File: src/rtl/gs_div_pkg.sv
// Shared definitions for the Goldschmidt Q1.15 divider controller.
// Optional feature macro used by gs_div_ctrl: GS_DIV_EARLY_TERM_EN.
package gs_div_pkg;

    localparam int          WIDTH    = 16;
    localparam int          FRAC     = 15;
    localparam logic [15:0] ONE_Q15  = 16'h8000;
    localparam logic [15:0] NORM_MIN = 16'h4000;
    localparam logic [15:0] ERR_Q    = 16'hFFFF;

    typedef enum logic [1:0] {
        IDLE = 2'd0,
        RUN  = 2'd1,
        DONE = 2'd2
    } state_t;

    // Divisor must sit in [0.5,1): top bit clear, next bit set.
    function automatic logic is_norm(input logic [WIDTH-1:0] d);
        return (d[WIDTH-1] == 1'b0) && (d[WIDTH-2] == 1'b1);
    endfunction

endpackage

File: src/rtl/gs_mul_q15.sv
// Unsigned Q1.15 x Q1.15 multiply, truncated back to Q1.15 (product bits [30:15]).
module gs_mul_q15
    import gs_div_pkg::*;
(
    input  logic [WIDTH-1:0] a,
    input  logic [WIDTH-1:0] b,
    output logic [WIDTH-1:0] p
);

    logic [2*WIDTH-1:0] prod;
    logic               unused_prod;

    assign prod        = a * b;
    assign p           = prod[WIDTH+FRAC-1:FRAC];
    // Integer overflow bit and dropped fraction bits are discarded (truncation).
    assign unused_prod = ^{prod[2*WIDTH-1], prod[FRAC-1:0]};

endmodule

File: src/rtl/gs_div_ctrl.sv
// Goldschmidt divider controller: q = n/d in unsigned Q1.15, fixed ITER iterations.
// Optional build macro GS_DIV_EARLY_TERM_EN: stop as soon as D has converged to ~1.0.
module gs_div_ctrl
    import gs_div_pkg::*;
#(
    parameter int ITER = 4
) (
    input  logic             clk,
    input  logic             rst_n,
    input  logic             start,
    input  logic [WIDTH-1:0] n_in,
    input  logic [WIDTH-1:0] d_in,
    output logic             busy,
    output logic             done,
    output logic [WIDTH-1:0] q_out,
    output logic             err
);

    localparam logic [3:0] LAST = 4'(ITER - 1);

    state_t           state;
    logic [WIDTH-1:0] n_reg;
    logic [WIDTH-1:0] d_reg;
    logic [WIDTH-1:0] f_term;
    logic [WIDTH-1:0] n_next;
    logic [WIDTH-1:0] d_next;
    logic [3:0]       cnt;
    logic             conv;

    // 2 - D in Q1.15 is simply the two's complement of D (mod 2^16).
    assign f_term = ~d_reg + 16'd1;

`ifdef GS_DIV_EARLY_TERM_EN
    // D has reached 1.0 within one LSB; further iterations cannot change N.
    assign conv = (d_reg == 16'h7FFF) || (d_reg == ONE_Q15);
`else
    assign conv = 1'b0;
`endif

    gs_mul_q15 u_mul_n (.a(n_reg), .b(f_term), .p(n_next));
    gs_mul_q15 u_mul_d (.a(d_reg), .b(f_term), .p(d_next));

    // Control FSM with registered busy/done/q_out/err.
    always_ff @(posedge clk or negedge rst_n) begin
        if (!rst_n) begin
            state <= IDLE;
            n_reg <= '0;
            d_reg <= '0;
            cnt   <= '0;
            busy  <= 1'b0;
            done  <= 1'b0;
            q_out <= '0;
            err   <= 1'b0;
        end else begin
            case (state)
                IDLE: begin
                    done <= 1'b0;
                    if (start) begin
                        n_reg <= n_in;
                        d_reg <= d_in;
                        cnt   <= '0;
                        err   <= 1'b0;
                        if (!is_norm(d_in)) begin
                            // Unnormalized divisor: flag and finish without iterating.
                            err   <= 1'b1;
                            q_out <= ERR_Q;
                            done  <= 1'b1;
                            state <= DONE;
                        end else begin
                            busy  <= 1'b1;
                            state <= RUN;
                        end
                    end
                end
                RUN: begin
                    if (conv) begin
                        q_out <= n_reg;
                        busy  <= 1'b0;
                        done  <= 1'b1;
                        state <= DONE;
                    end else begin
                        n_reg <= n_next;
                        d_reg <= d_next;
                        cnt   <= cnt + 4'd1;
                        if (cnt == LAST) begin
                            q_out <= n_next;
                            busy  <= 1'b0;
                            done  <= 1'b1;
                            state <= DONE;
                        end
                    end
                end
                DONE: begin
                    done  <= 1'b0;
                    state <= IDLE;
                end
                default: begin
                    busy  <= 1'b0;
                    done  <= 1'b0;
                    state <= IDLE;
                end
            endcase
        end
    end

endmodule

File: config.mk
export PLATFORM = sky130hd
export DESIGN_NAME = gs_div_ctrl
export DESIGN_NICKNAME = d
export VERILOG_FILES = /design/src/rtl/gs_div_pkg.sv /design/src/rtl/gs_mul_q15.sv /design/src/rtl/gs_div_ctrl.sv
export SDC_FILE = /design/constraint.sdc
export NUM_CORES = 1
export LEC_CHECK = 0
export ABC_AREA = 1
export CAP_MARGIN = 30
export CORE_AREA = 2 2 220 157
export DETAILED_ROUTE_END_ITERATION = 8
export DIE_AREA = 0 0 222 159
export PLACE_DENSITY_LB_ADDON = 0.2
export SLEW_MARGIN = 10
export SYNTH_ARGS = -nofsm -noshare
export SYNTH_HDL_FRONTEND = slang
export SYNTH_SLANG_ARGS = --single-unit
export TNS_END_PERCENT = 5
File: constraint.sdc
create_clock -name clk -period 7.57 [get_ports clk]
set_clock_uncertainty 0.05 [all_clocks]
set_input_delay 0.757 -clock clk [delete_from_list [all_inputs] [get_ports clk]]
set_output_delay 0.757 -clock clk [all_outputs]
set_load 0.02 [all_outputs]
* After elaboration in Yosys (flattened, before gate mapping) *
Cells that the tools add are included.

storage, ports and cells
  bits in registers = 57
  latch bits = 0
  RAM bits = 0
  memory bits (read-only) = 0
  input port bits = 35
  memories = 0

operators by class
  add/subtract/negate cells = 2
  $mul = 2
  div/mod/pow operators = 0
  $lt $le $gt $ge = 0
  eq/ne operators = 7
  shift-type cells = 0
  multiplexer cells = 22
  bitwise gates (word level) = 3
  reduce and logical (&&, ||, !) cells = 8

operator list
  kind                                                  number
  case mux 16 bit (2 select lines)                      3
  2-to-1 mux 16 bit                                     5
  multiplier 16 x 16 -> 31 bit                          2
  adder 16 x 1 -> 16 bit (second input constant)        1
  inverter 16 bit                                       1
  inequality test 2 bit (second input constant)         4
  case mux 4 bit (2 select lines)                       1
  AND reduction 4 bit                                   2
  2-to-1 mux 1 bit                                      6
  2-to-1 mux 2 bit                                      3
  AND reduction 2 bit                                   3
  adder 4 x 1 -> 4 bit (second input constant)          1
  equality test 4 x 2 -> 1 bit (second input constant)  1
  2-to-1 mux 4 bit                                      1
  case mux 2 bit (2 select lines)                       1
  case mux 1 bit (3 select lines)                       1
  equality test 2 x 1 -> 1 bit (second input constant)  1
  equality test 2 bit (second input constant)           1
  logical NOT 2 bit                                     1
  inverter 1 bit                                        2
  case mux 1 bit (2 select lines)                       1
  nonzero test 2 bit                                    1
  logical AND 1 bit                                     1

* Logic depth before layout (Yosys ltp) *
Gate-level depths: netlist of run 1.

  depth in word-level cells = 5
  gate-level depth with buffers = 37
  depth with buffers taken out = 34

* Modules after synthesis *
From an unflattened synthesis of run 1, not the netlist that was laid out.

unflattened totals
  cell total of the unflattened synthesis = 2968
  area total of the unflattened synthesis = 21057.7 sq um

by module, submodules not included
  module                 instances  cells each  area an instance (sq um)
  gs_mul_q15 at u_mul_n  1          1279        9101.2
  gs_mul_q15 at u_mul_d  1          1273        8961.1
  gs_div_ctrl            1          416         2995.4

* Least setup slack after synthesis of run 1 *
OpenSTA, ideal clock, no wires.

  path kind = flip-flop to flip-flop
  start point = register d_reg[0]
  end point = register d_reg[13]
  setup time = 116 ps
  data arrival time = 6747 ps
  setup slack = 657 ps
  cell stages (with the launch flop) = 34
  path buffers = 4
  period minus slack after synthesis = 6913 ps
  cell sequence = dfrtp_1 > buf_2 > inv_1 > clkbuf_1 > ha_1 > nand3_1 > nor3_1 > inv_1 > nor4_1 > ha_1 > clkbuf_1 > inv_1 > clkbuf_1 > nand2_1 > fa_1 > fa_1 > inv_1 > fa_1 > fa_1 > fa_1 > inv_1 > fa_1 > inv_1 > ha_1 > a21oi_1 > o21ai_0 > a21oi_1 > nor2_1 > nor2_1 > nand2_1 > nand2_1 > nand3_1 > nand2_1 > nand2_1

on the way
  word-level cells in the longest chain between the ends = 4

RTL lines
  what                                  RTL line           RTL
  start: declaration                    gs_div_ctrl.sv:23  logic [WIDTH-1:0] d_reg;
  start signal: assignment              gs_div_ctrl.sv:60  d_reg <= d_in;
  start signal: assignment              gs_div_ctrl.sv:83  d_reg <= d_next;
  inverter 16 bit                       gs_div_ctrl.sv:31  assign f_term = ~d_reg + 16'd1;
  adder 16 x 1 -> 16 bit                gs_div_ctrl.sv:31
  multiplier 16 x 16 -> 31 bit (*)      gs_mul_q15.sv:13   assign prod = a * b;
  case mux 16 bit (2 select lines) (*)  gs_div_ctrl.sv:55  case (state)

Every way passes the cells marked *; elsewhere a longest branch is shown, timed or not.
A chain may end at the register's enable or synchronous reset.

* Worst setup path after layout of run 1 *
  start point = register d_reg[2]
  end point = register d_reg[7]

The elaborated chain is that of the path after synthesis.

==> summary.md, run 1 <==
| Metric | Value |
|---|---|
| DRT Pass-1 Iters | 8 |
| Vias in the first global route | 18121 |
| Final Slew Violations | 0 |
| Top FF cell, synth | dfrtp_1 |
| Final wirelength | 63300 um |
| Worst Max-Slew Pin Slew | 857 ps |
| Cells after Synth | 2630 |
| Final hold vios | 0 |
| Area share of the largest cell type after synthesis | 0.390 |
| Die Width | 222 um |
| CTS H-tree depth | 3 |
| CTS tree | built |
| Via Count | 17654 |
| Path depth of the worst reg2reg path | 26 |
| Cell taking the most area after synthesis | fa_1 |
| Register area share after synthesis | 0.0723 |
| Clock Tree Buf Depth | 2 |
| Routed len/inst | 20.2 um |
| Post-synth EDFFs | 0 |
| Final Non-Filler Cells | 3141 |
| Die Footprint | 35300 um2 |
| Final core utilization | 0.651 |
| Root Buffer | clkbuf_16 |
| Setup TNS | 0 ps |
| Tmin final | 7300 ps |
| Antenna violations before repair | 0 |
| Setup CP Type | reg2reg |
| Chip Height | 159 um |
| Syn Area/Cell | 7.50 um2 |
| CTS buffer count | 9 |
| F_max | 0.137 GHz |
| GR Overflow Total | 0 |
| Crit share post-route | 0.965 |
| Sink Count | 57 |
| Setup crit start kind | flip-flop |
| CP Capture Type | flip-flop |
| Largest cells by area after synthesis | fa_1 39%, ha_1 13%, nand2_1 12% |
| Status | completed |
| Core ar. | 33100 um2 |
| Synth Warn # | 0 |
| Crit path max fanout | 11 |
| R2r setup slk | 270 ps |
| CP Data Arrival Time | 7470 ps |
| Final ANT Viol Nets | 0 |
| Layout overhead on the synthesized area | 9.33% |
| Clk slew on worst S/H paths | 70 ps |
| Clock latency on the worst-skew pair | 360 ps |
| Hold WC Path Type | reg2reg |
| DP Wirelength | 52000 um |
| First-pass GRT wire length | 101000 um |
| Required time of the critical path | 7730 ps |
| Initial Util | 0.596 |
| Syn_nets | 3259 |
| Worst relative slew slack | 0.429 |
| Post-layout net count | 3330 |
| ANT cells | 0 |
| Proportion of layout cells with a drive suffix above 1 | 0.0540 |
| FF+latch count, synth | 57 |
| Global Route Usage Sum | 0.375 |
| Via/cell ratio | 5.62 |
| Final Setup Violations | 0 |
| I/O Pins | 54 |
| Cts hold-fix bufs | 0 |
| FFs w/ async S/R, synth | 1.00 |
| IO buf count | 53 |
| Most instantiated library cell after synthesis | nand2_1 |
| Distinct cells, synth | 40 |
| Placed insts | 3121 |
| Synthesized cell area | 19700 um2 |
| Hold Path Stages | 2 |
| Hold_ws | 430 ps |
| Gp weighted congestion | 1.00 |
| Row count | 56 |
| Max-cap viol count | 0 |
| Number of remaining DRC errors | 0 |
| Synth top cells by count | 630 x nand2_1, 590 x inv_1, 384 x fa_1, 357 x nor2_1, 210 x ha_1 |
| DRT iter0 DRCs | 2082 |
| Largest net degree at the start of global routing | 61 |
## worst paths after layout
| kind | startpoint | to |
|---|---|---|
| worst max register to register | d_reg[2] | d_reg[7] |
| worst max-delay path | d_reg[2] | d_reg[7] |
| min in group asynchronous | rst_n | q_out[12] |
| worst min-delay path | q_out[6] | q_out[6] |
| worst min register to register | q_out[6] | q_out[6] |
| max in group asynchronous | rst_n | d_reg[1] |
## cells in the final DEF, fill, tap and decap left out, drive strengths merged, types with 5 or more instances in the layout
cell type      netlist  routed
xor2                 5       5
a21oi               71      71
clkinvlp             0       5
buf                 19      92
clkdlybuf4s50        0      52
fa                 384     384
nor3                27      27
nand4               14      14
nand2              635     635
o21ai               53      53
ha                 210     210
clkinv              11      13
clkbuf              67       9
inv                594     593
o21bai              10      10
nor2               361     361
nand3               86      86
dfrtp               57      57
## stage by stage
| step | cell area, um2 | setup WS, ps |
|---|---|---|
| after floorplan | 19700 | 657 |
| after global placement | 21100 | 304 |
| after detailed placement | 21100 | 119 |
| after CTS | 21500 | 84.9 |
| after global routing | 21600 | -3.72 |
| final | 21600 | 266 |
## final cells by class
type                       instances  area [um2]
sequential                        57        1430
multi-input combinational       1882       15700
tap                              435         544
timing repair buffer             144        1210
clock inverter                     7         128
clock buffer                       9         225
inverter                         605        2280
fill                            3003       11600
timing repair inverter             2        12.5
## critical path, cell delays in order (launching register included)
cell,delay (ps)
dfrtp_1,550
inv_2,140
nand2_1,120
nor3_1,60
buf_4,190
ha_1,610
buf_4,320
nor2_1,90
fa_1,520
inv_1,50
fa_1,470
fa_1,520
inv_1,60
fa_1,450
fa_1,510
inv_1,50
fa_1,480
inv_1,40
ha_1,320
a21oi_1,330
o21ai_0,360
o21ai_0,400
nand3_1,120
nand2_1,80
nand3_1,60
nand2_1,120
o21ai_0,90
## cells by family after synthesis
family / Yosys count / share of synthesized area
flip-flops: 57 / 0.0723
buffers and inverters: 691 / 0.133
adder cells (fa/ha/maj): 594 / 0.523
AND/OR/NAND/NOR: 1134 / 0.228
XOR/XNOR: 9 / 0.00399
AO/OA/AOI/OAI: 145 / 0.0401
## per-layer routing
layer / GRT usage / share of wire / vias up
li1: - / - / 7894
met1: 0.579 / 0.44 / 8580
met2: 0.495 / 0.38 / 1068
met3: 0.133 / 0.15 / 112
met4: 0.0949 / 0.024 / 0
met5: 0 / 0 / -
## what timing repair did
item,in CTS,in global routing
buffers inserted,0,2
resized for setup,0,22
endpoints found under the setup margin,0,45
Power of run 1 is left out: the tool's default activity adds up to more than one toggle a clock period on the data nets, which glitch-free logic cannot reach.
==> inputs of run 2 (changes only) <==
--- a/config.mk
+++ b/config.mk
@@ -7,12 +7,13 @@
 export LEC_CHECK = 0
 export ABC_AREA = 1
 export CAP_MARGIN = 30
-export CORE_AREA = 2 2 220 157
+export CORE_AREA = 2 2 227 162
 export DETAILED_ROUTE_END_ITERATION = 8
-export DIE_AREA = 0 0 222 159
+export DIE_AREA = 0 0 229 164
 export PLACE_DENSITY_LB_ADDON = 0.2
 export SLEW_MARGIN = 10
 export SYNTH_ARGS = -nofsm -noshare
 export SYNTH_HDL_FRONTEND = slang
+export SYNTH_HIERARCHICAL = 1
 export SYNTH_SLANG_ARGS = --single-unit
 export TNS_END_PERCENT = 5
==> constraint.sdc (replaced) <==
create_clock -name clk -period 6.3 [get_ports clk]
set_clock_uncertainty 0.05 [all_clocks]
set_input_delay 0.63 -clock clk [delete_from_list [all_inputs] [get_ports clk]]
set_output_delay 0.63 -clock clk [all_outputs]
set_load 0.02 [all_outputs]
==> summary.md, run 2 <==
| Metric | Value |
|---|---|
| Status | complete, but fails checks (was completed) |
| Violated checks | setup timing |
| Post-layout net count | 3825 (was 3330) |
| Global Route Usage Sum | 0.360 (was 0.375) |
| Sink Count | 57 (unchanged) |
| Final Slew Violations | 0 (unchanged) |
| CTS H-tree depth | 3 (unchanged) |
| Largest net degree at the start of global routing | 58 (was 61) |
| Setup CP Type | reg2reg (unchanged) |
| I/O Pins | 54 (unchanged) |
| First-pass GRT wire length | 105000 um (was 101000 um) |
| Vias in the first global route | 20275 (was 18121) |
| Hold_ws | 411 ps (was 430 ps) |
| CTS tree | built (unchanged) |
| Number of remaining DRC errors | 0 (unchanged) |
| Cells after Synth | 2968 (was 2630) |
| FFs w/ async S/R, synth | 1.00 (unchanged) |
| Storage cell area | 1430 um2 (about the same) |
| RSZ-0062 raised after global routing | yes |
| Via/cell ratio | 5.28 (was 5.62) |
| Die Width | 229 um (was 222 um) |
| Clk slew on worst S/H paths | 60 ps (was 70 ps) |
| Top FF cell, synth | dfrtp_1 (unchanged) |
| Post-Route M1 WL | 28500 um (was 28200 um) |
| Worst Max-Slew Pin Slew | 870 ps (was 857 ps) |
| Clock Tree Buf Depth | 2 (unchanged) |
| Crit path max fanout | 8 (was 11) |
| Via Count | 19520 (was 17654) |
| Most instantiated library cell after synthesis | nand2_1 (unchanged) |
| Clock latency on the worst-skew pair | 360 ps (about the same) |
| Setup TNS | -11330 ps (was 0 ps) |
| DRT iter0 DRCs | 1781 (was 2082) |
| Tmin final | 6700 ps (was 7300 ps) |
| Crit-path max cell delay | 560 ps (was 610 ps) |
| GR Overflow Total | 0 (unchanged) |
| DRT Pass-1 Iters | 6 (was 8) |
| Die Footprint | 37600 um2 (was 35300 um2) |
| Root Buffer | clkbuf_16 (unchanged) |
| CP Data Arrival Time | 6860 ps (was 7470 ps) |
| Max stage delay cell, worst path | fa_1 (was ha_1) |
| PnR worst setup slack | -399 ps (was 266 ps) |
| Required time of the critical path | 6460 ps (was 7730 ps) |
| Max-cap viol count | 0 (unchanged) |
| CP Capture Type | flip-flop (unchanged) |
| Antenna violations before repair | 1 (was 0) |
| Register area share after synthesis | 0.0677 (was 0.0723) |
| Post-synth EDFFs | 0 (unchanged) |
| Core ar. | 35400 um2 (was 33100 um2) |
| Initial Util | 0.595 (was 0.596) |
| Row count | 58 (was 56) |
| # fillers | 2794 (was 3003) |
| DP Wirelength | 52700 um (was 52000 um) |
| Hold WC Path Type | in2async (was reg2reg) |
| Final ANT Viol Nets | 0 (unchanged) |
| Gp weighted congestion | 0.992 (was 1.00) |
| Chip Height | 164 um (was 159 um) |
| IO buf count | 53 (unchanged) |
| F_max | 0.149 GHz (was 0.137 GHz) |
| Synthesized cell area | 21100 um2 (was 19700 um2) |
| DP Worst Slack | -675 ps (was 119 ps) |
| Final core utilization | 0.730 (was 0.651) |
| Worst relative slew slack | 0.419 (was 0.429) |
| Synth top cells by count | 895 x nand2_1, 837 x inv_1, 384 x fa_1, 196 x ha_1, 119 x clkbuf_1 (was 630 x nand2_1, 590 x inv_1, 384 x fa_1, 357 x nor2_1, 210 x ha_1) |
| Distinct cells, synth | 39 (was 40) |
| Cts hold-fix bufs | 0 (unchanged) |
| CTS buffer count | 9 (unchanged) |
| Routed len/inst | 17.9 um (was 20.2 um) |
| Crit share post-route | 1.06 (was 0.965) |
| Final Setup Violations | 47 (was 0) |
| ANT cells | 0 (unchanged) |
| Crit path launch | d_reg[1] (was d_reg[2]) |
| Synth Warn # | 6 (was 0) |
| Largest cells by area after synthesis | fa_1 37%, nand2_1 16%, inv_1 15% (was fa_1 39%, ha_1 13%, nand2_1 12%) |
| Setup crit start kind | flip-flop (unchanged) |
| Final wirelength | 66000 um (was 63300 um) |
| RR Startpoint | d_reg[1] (was d_reg[2]) |
| Most frequent cells in the layout | 843 x nand2_1, 814 x inv_1, 366 x fa_1 (was 630 x nand2_1, 586 x inv_1, 384 x fa_1) |
| Syn_nets | 3583 (was 3259) |
| FF+latch count, synth | 57 (unchanged) |
| Multi-input logic area | 17000 um2 (was 15700 um2) |
| Proportion of layout cells with a drive suffix above 1 | 0.191 (was 0.0540) |
| Layout overhead on the synthesized area | 22.8% (was 9.33%) |
| Syn Area/Cell | 7.09 um2 (was 7.50 um2) |
| Commonest non-fill, non-tap cell in the layout | nand2_1 (unchanged) |
| Cell taking the most area after synthesis | fa_1 (unchanged) |
| Met3 WL post-DR | 8790 um (was 9560 um) |
| Met2 wire length | 27500 um (was 24100 um) |
| Area share of the largest cell type after synthesis | 0.365 (was 0.390) |
| Final hold vios | 0 (unchanged) |
| Highest Signal Layer | met5 (was met4) |
[run 2: cell types whose count changed in the layout (fill, tap and decap cells not counted), sizes merged, moves of 8 or more]
cell | before | now
xor2 | 5 | 14
ha | 210 | 196
nor2 | 361 | 119
a21oi | 71 | 62
clkinv | 13 | 1
o21ai | 53 | 96
inv | 593 | 851
nand2 | 635 | 914
nor3 | 27 | 18
buf | 92 | 319
nand3 | 86 | 78
[run 2: kinds of logic after synthesis]
group                      after synthesis  synth area share
xor gates and xnor gates                21           0.00873
DFF                                     57            0.0677
buffers and inverters                  988             0.179
AOI/OAI and AO/OA                      175            0.0449
and+or+nand+nor                       1147             0.218
adders and majority gates              580             0.482
[run 2: metal layers]
layer	up-vias	global-route usage
met5	-	0
met4	4	0.0723
met3	96	0.135
met2	1012	0.525
met1	9461	0.515
li1	8947	-
[run 2: timing repair]
action,CTS,global route
gates cloned,1,1
pin swaps,42,86
gates resized for setup,141,193
endpoints found under the setup margin,48,48
setup buffers,14,13
[run 2: area by class of cell]
class,count,share of cell area
Clock buffer,9,0.00871
Clock inverter,7,0.00237
Inverter,847,0.123
Multi-Input combinational cell,1923,0.659
Sequential cell,57,0.0552
Tap cell,480,0.0232
Timing Repair Buffer,372,0.128
[run 2: critical path, delay by kind of cell (launching register included)]
kind                     cells  cell delay [ps]
XOR/XNOR                     1              220
buffers and inverters       11             1130
AND/OR/NAND/NOR              9              720
AO/OA/AOI/OAI                5              680
adder cells (fa/ha/maj)      8             3340
flip-flops                   1              410
[run 2: final timing paths]
check                           slack (ps)   endpoint  cells past startpoint
worst min register to register         430   q_out[6]                      2
worst max-delay path                  -400  n_reg[13]                     34
min in group clk                       430   q_out[6]                      2
worst max register to register        -400  n_reg[13]                     34
worst min-delay path                   410  q_out[12]                      2
max in group asynchronous             5180   d_reg[6]                      2
[run 2: through the flow]
stage | instance area [um2] | std cells
2_1_floorplan | 21100 | 2968
3_3_place_gp | 24100 | 3650
3_5_place_dp | 24100 | 3650
4_1_cts | 25000 | 3681
5_1_grt | 25800 | 3695
6_report | 25800 | 3695
Power of run 2 is left out for the same reason.
